### config.mk
export PLATFORM = sky130hd
export DESIGN_NAME = mmio_host_port
export DESIGN_NICKNAME = d
export VERILOG_FILES = /design/src/rtl/mmio_host_pkg.sv /design/src/rtl/sync_fifo.sv /design/src/rtl/mmio_host_port.sv
export SDC_FILE = /design/constraint.sdc
export NUM_CORES = 1
export LEC_CHECK = 0
export BUFFER_PORTS_ARGS = -buffer_cell sky130_fd_sc_hd__buf_2
export CAP_MARGIN = 40
export CORE_ASPECT_RATIO = 1.2
export CORE_UTILIZATION = 55
export CTS_BUF_LIST = sky130_fd_sc_hd__clkbuf_2 sky130_fd_sc_hd__clkbuf_4 sky130_fd_sc_hd__clkbuf_8
export DETAILED_ROUTE_END_ITERATION = 8
export PLACE_DENSITY = 0.82
export SLEW_MARGIN = 20
export SYNTH_ARGS = -nofsm -noshare
export SYNTH_HDL_FRONTEND = slang
export SYNTH_HIERARCHICAL = 1
export SYNTH_SLANG_ARGS = --single-unit
export TNS_END_PERCENT = 50
### constraint.sdc
create_clock -name i_clk -period 9 [get_ports i_clk]
set_input_delay 1.35 -clock i_clk [delete_from_list [all_inputs] [get_ports i_clk]]
set_output_delay 1.35 -clock i_clk [all_outputs]
set_load 0.01 [all_outputs]
### src/rtl/mmio_host_pkg.sv
// Shared register offsets and STATUS bit positions for the MMIO host/debug port.
package mmio_host_pkg;

    localparam logic [5:0] CH0    = 6'h00;
    localparam logic [5:0] TXPUSH = 6'h20;
    localparam logic [5:0] STATUS = 6'h24;
    localparam logic [5:0] LEDSEL = 6'h28;
    localparam logic [5:0] HALT   = 6'h2C;
    localparam logic [5:0] CYCLE  = 6'h30;

    localparam int unsigned ST_EMPTY = 0;
    localparam int unsigned ST_FULL  = 1;
    localparam int unsigned ST_HALT  = 2;
    localparam int unsigned ST_OVF   = 3;
    localparam int unsigned ST_COUNT = 8;

    function automatic logic [7:0] sat8(input logic [31:0] v);
        return (v > 32'd255) ? 8'hFF : v[7:0];
    endfunction

endpackage

### src/rtl/sync_fifo.sv
// Single-clock FIFO; a push while full is accepted only if a pop frees a slot in the same cycle.
module sync_fifo #(
    parameter int unsigned WIDTH = 8,
    parameter int unsigned DEPTH = 8
) (
    input  logic                       i_clk,
    input  logic                       i_rst,
    input  logic                       i_push,
    input  logic [WIDTH-1:0]           i_data,
    input  logic                       i_pop,
    output logic [WIDTH-1:0]           o_data,
    output logic                       o_full,
    output logic                       o_empty,
    output logic                       o_drop,
    output logic [$clog2(DEPTH+1)-1:0] o_count
);

    localparam int unsigned AW = $clog2(DEPTH);
    localparam int unsigned CW = $clog2(DEPTH + 1);

    logic [WIDTH-1:0] mem_q [DEPTH];
    logic [AW-1:0]    wr_ptr_q, rd_ptr_q;
    logic [CW-1:0]    count_q;
    logic             do_push, do_pop;

    assign o_full  = (count_q == CW'(DEPTH));
    assign o_empty = (count_q == '0);
    assign do_pop  = i_pop && !o_empty;
    assign do_push = i_push && (!o_full || do_pop);
    assign o_drop  = i_push && !do_push;
    assign o_data  = mem_q[rd_ptr_q];
    assign o_count = count_q;

    always_ff @(posedge i_clk) begin
        if (do_push) begin
            mem_q[wr_ptr_q] <= i_data;
        end
    end

    // DEPTH is a power of two, so pointers wrap naturally
    always_ff @(posedge i_clk) begin
        if (!i_rst) begin
            wr_ptr_q <= '0;
            rd_ptr_q <= '0;
            count_q  <= '0;
        end else begin
            if (do_push) wr_ptr_q <= wr_ptr_q + AW'(1);
            if (do_pop)  rd_ptr_q <= rd_ptr_q + AW'(1);
            count_q <= count_q + CW'(do_push) - CW'(do_pop);
        end
    end

endmodule

### src/rtl/mmio_host_port.sv
// MMIO host/debug port: output channels, LED view, console TX FIFO, halt and status.
// Define MMIO_HOST_CYCLE_CNT_EN to build the free-running cycle counter at offset 0x30.
module mmio_host_port
    import mmio_host_pkg::*;
#(
    parameter logic [31:0] BASE_ADDR  = 32'h8000_1000,
    parameter int unsigned NUM_CH     = 4,
    parameter int unsigned LED_W      = 16,
    parameter int unsigned FIFO_DEPTH = 8
) (
    input  logic                  i_clk,
    input  logic                  i_rst,
    input  logic                  i_cs,
    input  logic                  i_wr_en,
    input  logic [3:0]            i_b_en,
    input  logic [31:0]           i_wr_data,
    input  logic [31:0]           i_addr,
    output logic                  o_ack,
    output logic [31:0]           o_rd_data,
    output logic [7:0]            o_tx_data,
    output logic                  o_tx_valid,
    input  logic                  i_tx_ready,
    output logic [LED_W-1:0]      o_led,
    output logic [NUM_CH*32-1:0]  o_ch,
    output logic                  o_halt
);

    localparam int unsigned CW = $clog2(FIFO_DEPTH + 1);

    logic [31:0] ch_q [NUM_CH];
    logic [31:0] ch_d [NUM_CH];
    logic [2:0]  led_sel_q;
    logic        halt_q, ovf_q, ack_q;
    logic [31:0] rd_data_q, rd_val, status, cyc_val;
    logic        hit, accept, wr_acc, push, drop, full, empty, ovf_clr;
    logic [5:0]  off;
    logic [CW-1:0] count;
    logic        unused;

    assign hit    = i_cs && (i_addr[31:6] == BASE_ADDR[31:6]);
    assign accept = hit && !ack_q;
    assign wr_acc = accept && i_wr_en;
    assign off    = {i_addr[5:2], 2'b00};
    assign unused = ^i_addr[1:0];

    assign push    = wr_acc && (off == TXPUSH) && i_b_en[0];
    assign ovf_clr = wr_acc && (off == STATUS) && i_b_en[0] && i_wr_data[ST_OVF];

    sync_fifo #(
        .WIDTH (8),
        .DEPTH (FIFO_DEPTH)
    ) u_tx_fifo (
        .i_clk   (i_clk),
        .i_rst   (i_rst),
        .i_push  (push),
        .i_data  (i_wr_data[7:0]),
        .i_pop   (i_tx_ready),
        .o_data  (o_tx_data),
        .o_full  (full),
        .o_empty (empty),
        .o_drop  (drop),
        .o_count (count)
    );

    assign o_tx_valid = !empty;

`ifdef MMIO_HOST_CYCLE_CNT_EN
    logic [31:0] cyc_q;
    always_ff @(posedge i_clk) begin
        if (!i_rst) begin
            cyc_q <= '0;
        end else if (wr_acc && (off == CYCLE)) begin
            cyc_q <= '0;
        end else begin
            cyc_q <= cyc_q + 32'd1;
        end
    end
    assign cyc_val = cyc_q;
`else
    assign cyc_val = '0;
`endif

    always_comb begin
        status = '0;
        status[ST_EMPTY] = empty;
        status[ST_FULL]  = full;
        status[ST_HALT]  = halt_q;
        status[ST_OVF]   = ovf_q;
        status[ST_COUNT +: 8] = sat8(32'(count));
    end

    always_comb begin
        rd_val = '0;
        if (!off[5]) begin
            for (int k = 0; k < NUM_CH; k++) begin
                if (off[4:2] == 3'(k)) rd_val = ch_q[k];
            end
        end else begin
            case (off)
                STATUS:  rd_val = status;
                LEDSEL:  rd_val = {29'b0, led_sel_q};
                HALT:    rd_val = {31'b0, halt_q};
                CYCLE:   rd_val = cyc_val;
                default: rd_val = '0;
            endcase
        end
    end

    always_comb begin
        for (int k = 0; k < NUM_CH; k++) begin
            ch_d[k] = ch_q[k];
            if (wr_acc && !off[5] && (off[4:2] == 3'(k))) begin
                for (int j = 0; j < 4; j++) begin
                    if (i_b_en[j]) ch_d[k][8*j +: 8] = i_wr_data[8*j +: 8];
                end
            end
        end
    end

    always_ff @(posedge i_clk) begin
        if (!i_rst) begin
            for (int k = 0; k < NUM_CH; k++) ch_q[k] <= '0;
            led_sel_q <= '0;
            halt_q    <= 1'b0;
            ovf_q     <= 1'b0;
            ack_q     <= 1'b0;
            rd_data_q <= '0;
        end else begin
            for (int k = 0; k < NUM_CH; k++) ch_q[k] <= ch_d[k];
            ack_q     <= accept;
            rd_data_q <= (accept && !i_wr_en) ? rd_val : '0;
            if (wr_acc && (off == LEDSEL) && i_b_en[0]) led_sel_q <= i_wr_data[2:0];
            if (wr_acc && (off == HALT) && i_b_en[0] && i_wr_data[0]) halt_q <= 1'b1;
            // a dropped push in the same cycle as a clear leaves overflow set
            if (drop)         ovf_q <= 1'b1;
            else if (ovf_clr) ovf_q <= 1'b0;
        end
    end

    always_comb begin
        o_led = '0;
        for (int k = 0; k < NUM_CH; k++) begin
            if (led_sel_q == 3'(k)) o_led = ch_q[k][LED_W-1:0];
        end
    end

    always_comb begin
        for (int k = 0; k < NUM_CH; k++) o_ch[32*k +: 32] = ch_q[k];
    end

    assign o_ack     = ack_q;
    assign o_rd_data = rd_data_q;
    assign o_halt    = halt_q;

endmodule
==> results_dict.tcl <==
set metrics [dict create \
    antenna_found_initial 3 \
    wl_mm 28.91 \
    htree_levels 2 \
    slew_viol_final 0 \
    grt_busiest_layer "met2" \
    ant_nets 0 \
    drt_first_iter_violations 502 \
    met1_usage 0.3415 \
    run_status "complete, no violations" \
    pwr-share-clk 0.412 \
    hp-start "ch_q[1][23]$_SDFFE_PN0P_" \
    netlist_instances 934 \
    power_mw 2.421 \
    seq_power_share 0.478 \
    cp-start-kind "input pin" \
    die_y_um 156.4 \
    startpoint "i_addr[8]" \
    intPower_mw 1.820 \
    cts_tree "done" \
    cts_made_buffers 38 \
    period_needed_ps 4213 \
    synth_edf_count 64 \
    ys_ff_latch 243 \
    gp_congestion 0.7862 \
    ys_seq_area_frac 0.5041 \
    finalSetupTns_ps 0 \
    drc 0 \
    die_x_um 130.6 \
    critPathKind "in -> reg" \
    cts.sinks 243 \
    max-vdd-ir-drop_mv 0.1281 \
    start_util 0.5606 \
    relSlewSlack 0.4793 \
    post_drt_wl_per_cell_um 19.48 \
    regArea_um2 5505 \
    vias_per_cell 5.640 \
    worstPathRequired_ps 9420 \
    grt_util_met2 0.4764 \
    syn-num-nets 1015 \
    fin_nets 1272 \
    p_per_area_nw_per_um2 182.1 \
    routed-via-count 8370 \
    drive_gt1_frac 0.3467 \
    p_switching_uw 600.9 \
    syn_to_final_growth_pct 21.73 \
    fmax_ghz 0.2374 \
    p_leak_nw 5.545 \
    max_cap_violations 0 \
    grt_pass1_vias 8336 \
    rows 56 \
    cts_setup_buffers 0 \
    met3_usage 0.07214 \
    die_area_um2 20420 \
    grt_max_degree 92 \
    switching_share 0.2482 \
    grt_usage 0.2822 \
    combPwrFrac 0.110 \
    endpoint_kind "flip-flop" \
    ys.warnings.count 6 \
    rsz0062_at_grt "false" \
    reg2reg_depth 11 \
    root_buffer "clkbuf_8" \
    cts_hold_buf 0 \
    clockBufferDepth 3 \
    portBuffers 257 \
    critPathMaxFanout 23 \
    synth-main-ff-cell "dfxtp_1" \
    synth_cell_type_count 57 \
    cp.arrival_ps 4640 \
    syn_area_um2 10920 \
    min_path_type "reg -> reg" \
    tightest_slew_ps 778.2 \
    clk_pin_slew_ps 70 \
    core_area_um2 19480 \
    dr.pass1.iters 5 \
    syn_avg_cell_area_um2 11.69 \
    multi_input_area_um2 5087 \
    final-setup-viol-count 0 \
    fill_cells 1538 \
    hold_path_depth 2 \
    worst_clock_skew_ps 19.94 \
    period_share 0.4681 \
    reg2reg_from "o_ack$_SDFF_PN0_" \
    dp_hpwl_mm 19.51 \
    io_pins 260 \
    postSynth.asyncResetShare 0 \
    hold_violations 0 \
    insertion_delay_ps 550 \
    overflow 0 \
    cts_resized 0 \
    grt_first_pass_wirelength_mm 44.36 \
]
## critical path, stage by stage
cell and delay [ps]:
buf_2 110, nor4_4 330, nand4_4 610, nor2_1 600, and3_1 530, nand2_1 90
mux2i_1 150, ha_1 180, inv_1 60, fa_1 390, xor2_1 160, nor2_1 50
## power groups by stage
stage	sequential (mW)	combinational [mW]	clock [mW]
2_1_floorplan	1.17	0.195	0
3_3_place_gp	1.19	0.245	0
3_5_place_dp	1.18	0.261	0
4_1_cts	1.16	0.263	1.01
5_1_grt	1.16	0.297	1.06
6_report	1.16	0.266	0.998
## sequential cells by signal (all words and copies together) (netlist names), named ones only
signal and flops:
u_tx_fifo/rd_ptr_q 3, o_rd_data 32, u_tx_fifo/mem_q 64, u_tx_fifo/wr_ptr_q 3
led_sel_q 3, o_halt 1, u_tx_fifo/o_count 4, ch_q 128
o_ack 1, ovf_q 1
## cells in the mapped netlist (all sizes together) (2+ instances only)
cell type,count,area (µm²)
a21oi,4,20.02
o32ai,2,17.52
o21ai,8,40.04
o21a,2,15.01
nand2,194,728.2
nand2b,8,50.05
buf,24,157.6
mux4,35,788.3
a32o,5,50.05
mux2i,167,1672
nand3,7,35.03
and3,3,20.02
clkbuf,36,135.1
nor3,23,300.3
nor4b,3,53.80
nor4,8,101.3
dfxtp,179,3583
and2,2,12.51
a2bb2oi,53,464.2
edfxtp,64,1922
a22oi,2,15.01
inv,7,26.28
ha,7,87.58
and3b,6,52.55
o31a,2,18.77
nand4,3,33.78
nor3b,3,32.53
or4,3,26.27
mux2,8,90.09
nor2b,20,125.1
nor2,34,130.1
## routing by layer
metal	vias up	wire length, µm
li1	3908	-
met1	4068	11670
met2	331	14360
met3	63	2138
met4	0	740
met5	-	0
## layout by cell type (no fill, tap or decap), types with 7 or more instances in the layout
cell type / netlist / layout
clkbuf_8: 0 / 51
edfxtp_1: 64 / 64
o21ai_0: 8 / 8
mux4_2: 35 / 35
ha_1: 7 / 7
clkbuf_4: 0 / 12
a2bb2oi_1: 53 / 53
nand2_1: 194 / 194
inv_1: 7 / 7
buf_2: 9 / 260
nand2b_1: 8 / 8
nor2_1: 33 / 33
buf_4: 3 / 12
dfxtp_1: 179 / 179
mux2i_1: 167 / 167
mux2_2: 8 / 8
nor3_4: 16 / 16
nor2b_1: 20 / 19
## stage by stage
step	hold slack [ps]	utilization	area (µm²)	std cells	setup WS (ps)
final	470.5	0.6825	13290	1484	4787
after floorplan	453.9	-	10920	934	4799
after global routing	482.0	0.6824	13290	1483	4492
after CTS	471.7	0.6799	13240	1479	4775
after global placement	452.3	0.6332	12330	1403	4093
after detailed placement	460.8	0.6368	12400	1410	4213
## final timing paths
| path | slack, ps | to |
|---|---|---|
| worst min register to register | 470 | ch_q[1][23]$_SDFFE_PN0P_ |
| worst min-delay path | 470 | ch_q[1][23]$_SDFFE_PN0P_ |
| worst max-delay path | 4790 | u_tx_fifo/o_count[2]$_SDFF_PN0_ |
| worst max register to register | 5520 | u_tx_fifo/o_count[2]$_SDFF_PN0_ |
## cells by family (layout without fill, tap and decap cells)
logic type               Yosys count  after routing  synth area share
other                              0              3                 0
adder cells (fa/ha/maj)            8              8          0.009853
flip-flops                       243            243            0.5041
buffers and inverters             68            354           0.03071
AO/OA/AOI/OAI                     82             82           0.06141
XOR/XNOR                           1              1         0.0008022
multiplexers                     210            210            0.2335
AND/OR/NAND/NOR                  322            322            0.1596
## area by class of cell
type                       instances  share of cell area
multi-input combinational        623              0.3827
inverter                           8            0.003200
tap                              261             0.02456
clock inverter                     6            0.003671
timing repair buffer             277              0.1116
antenna                            3           0.0005647
sequential                       243              0.4141
clock buffer                      63             0.05958
No activity file was read; power rests on OpenSTA's default activity.
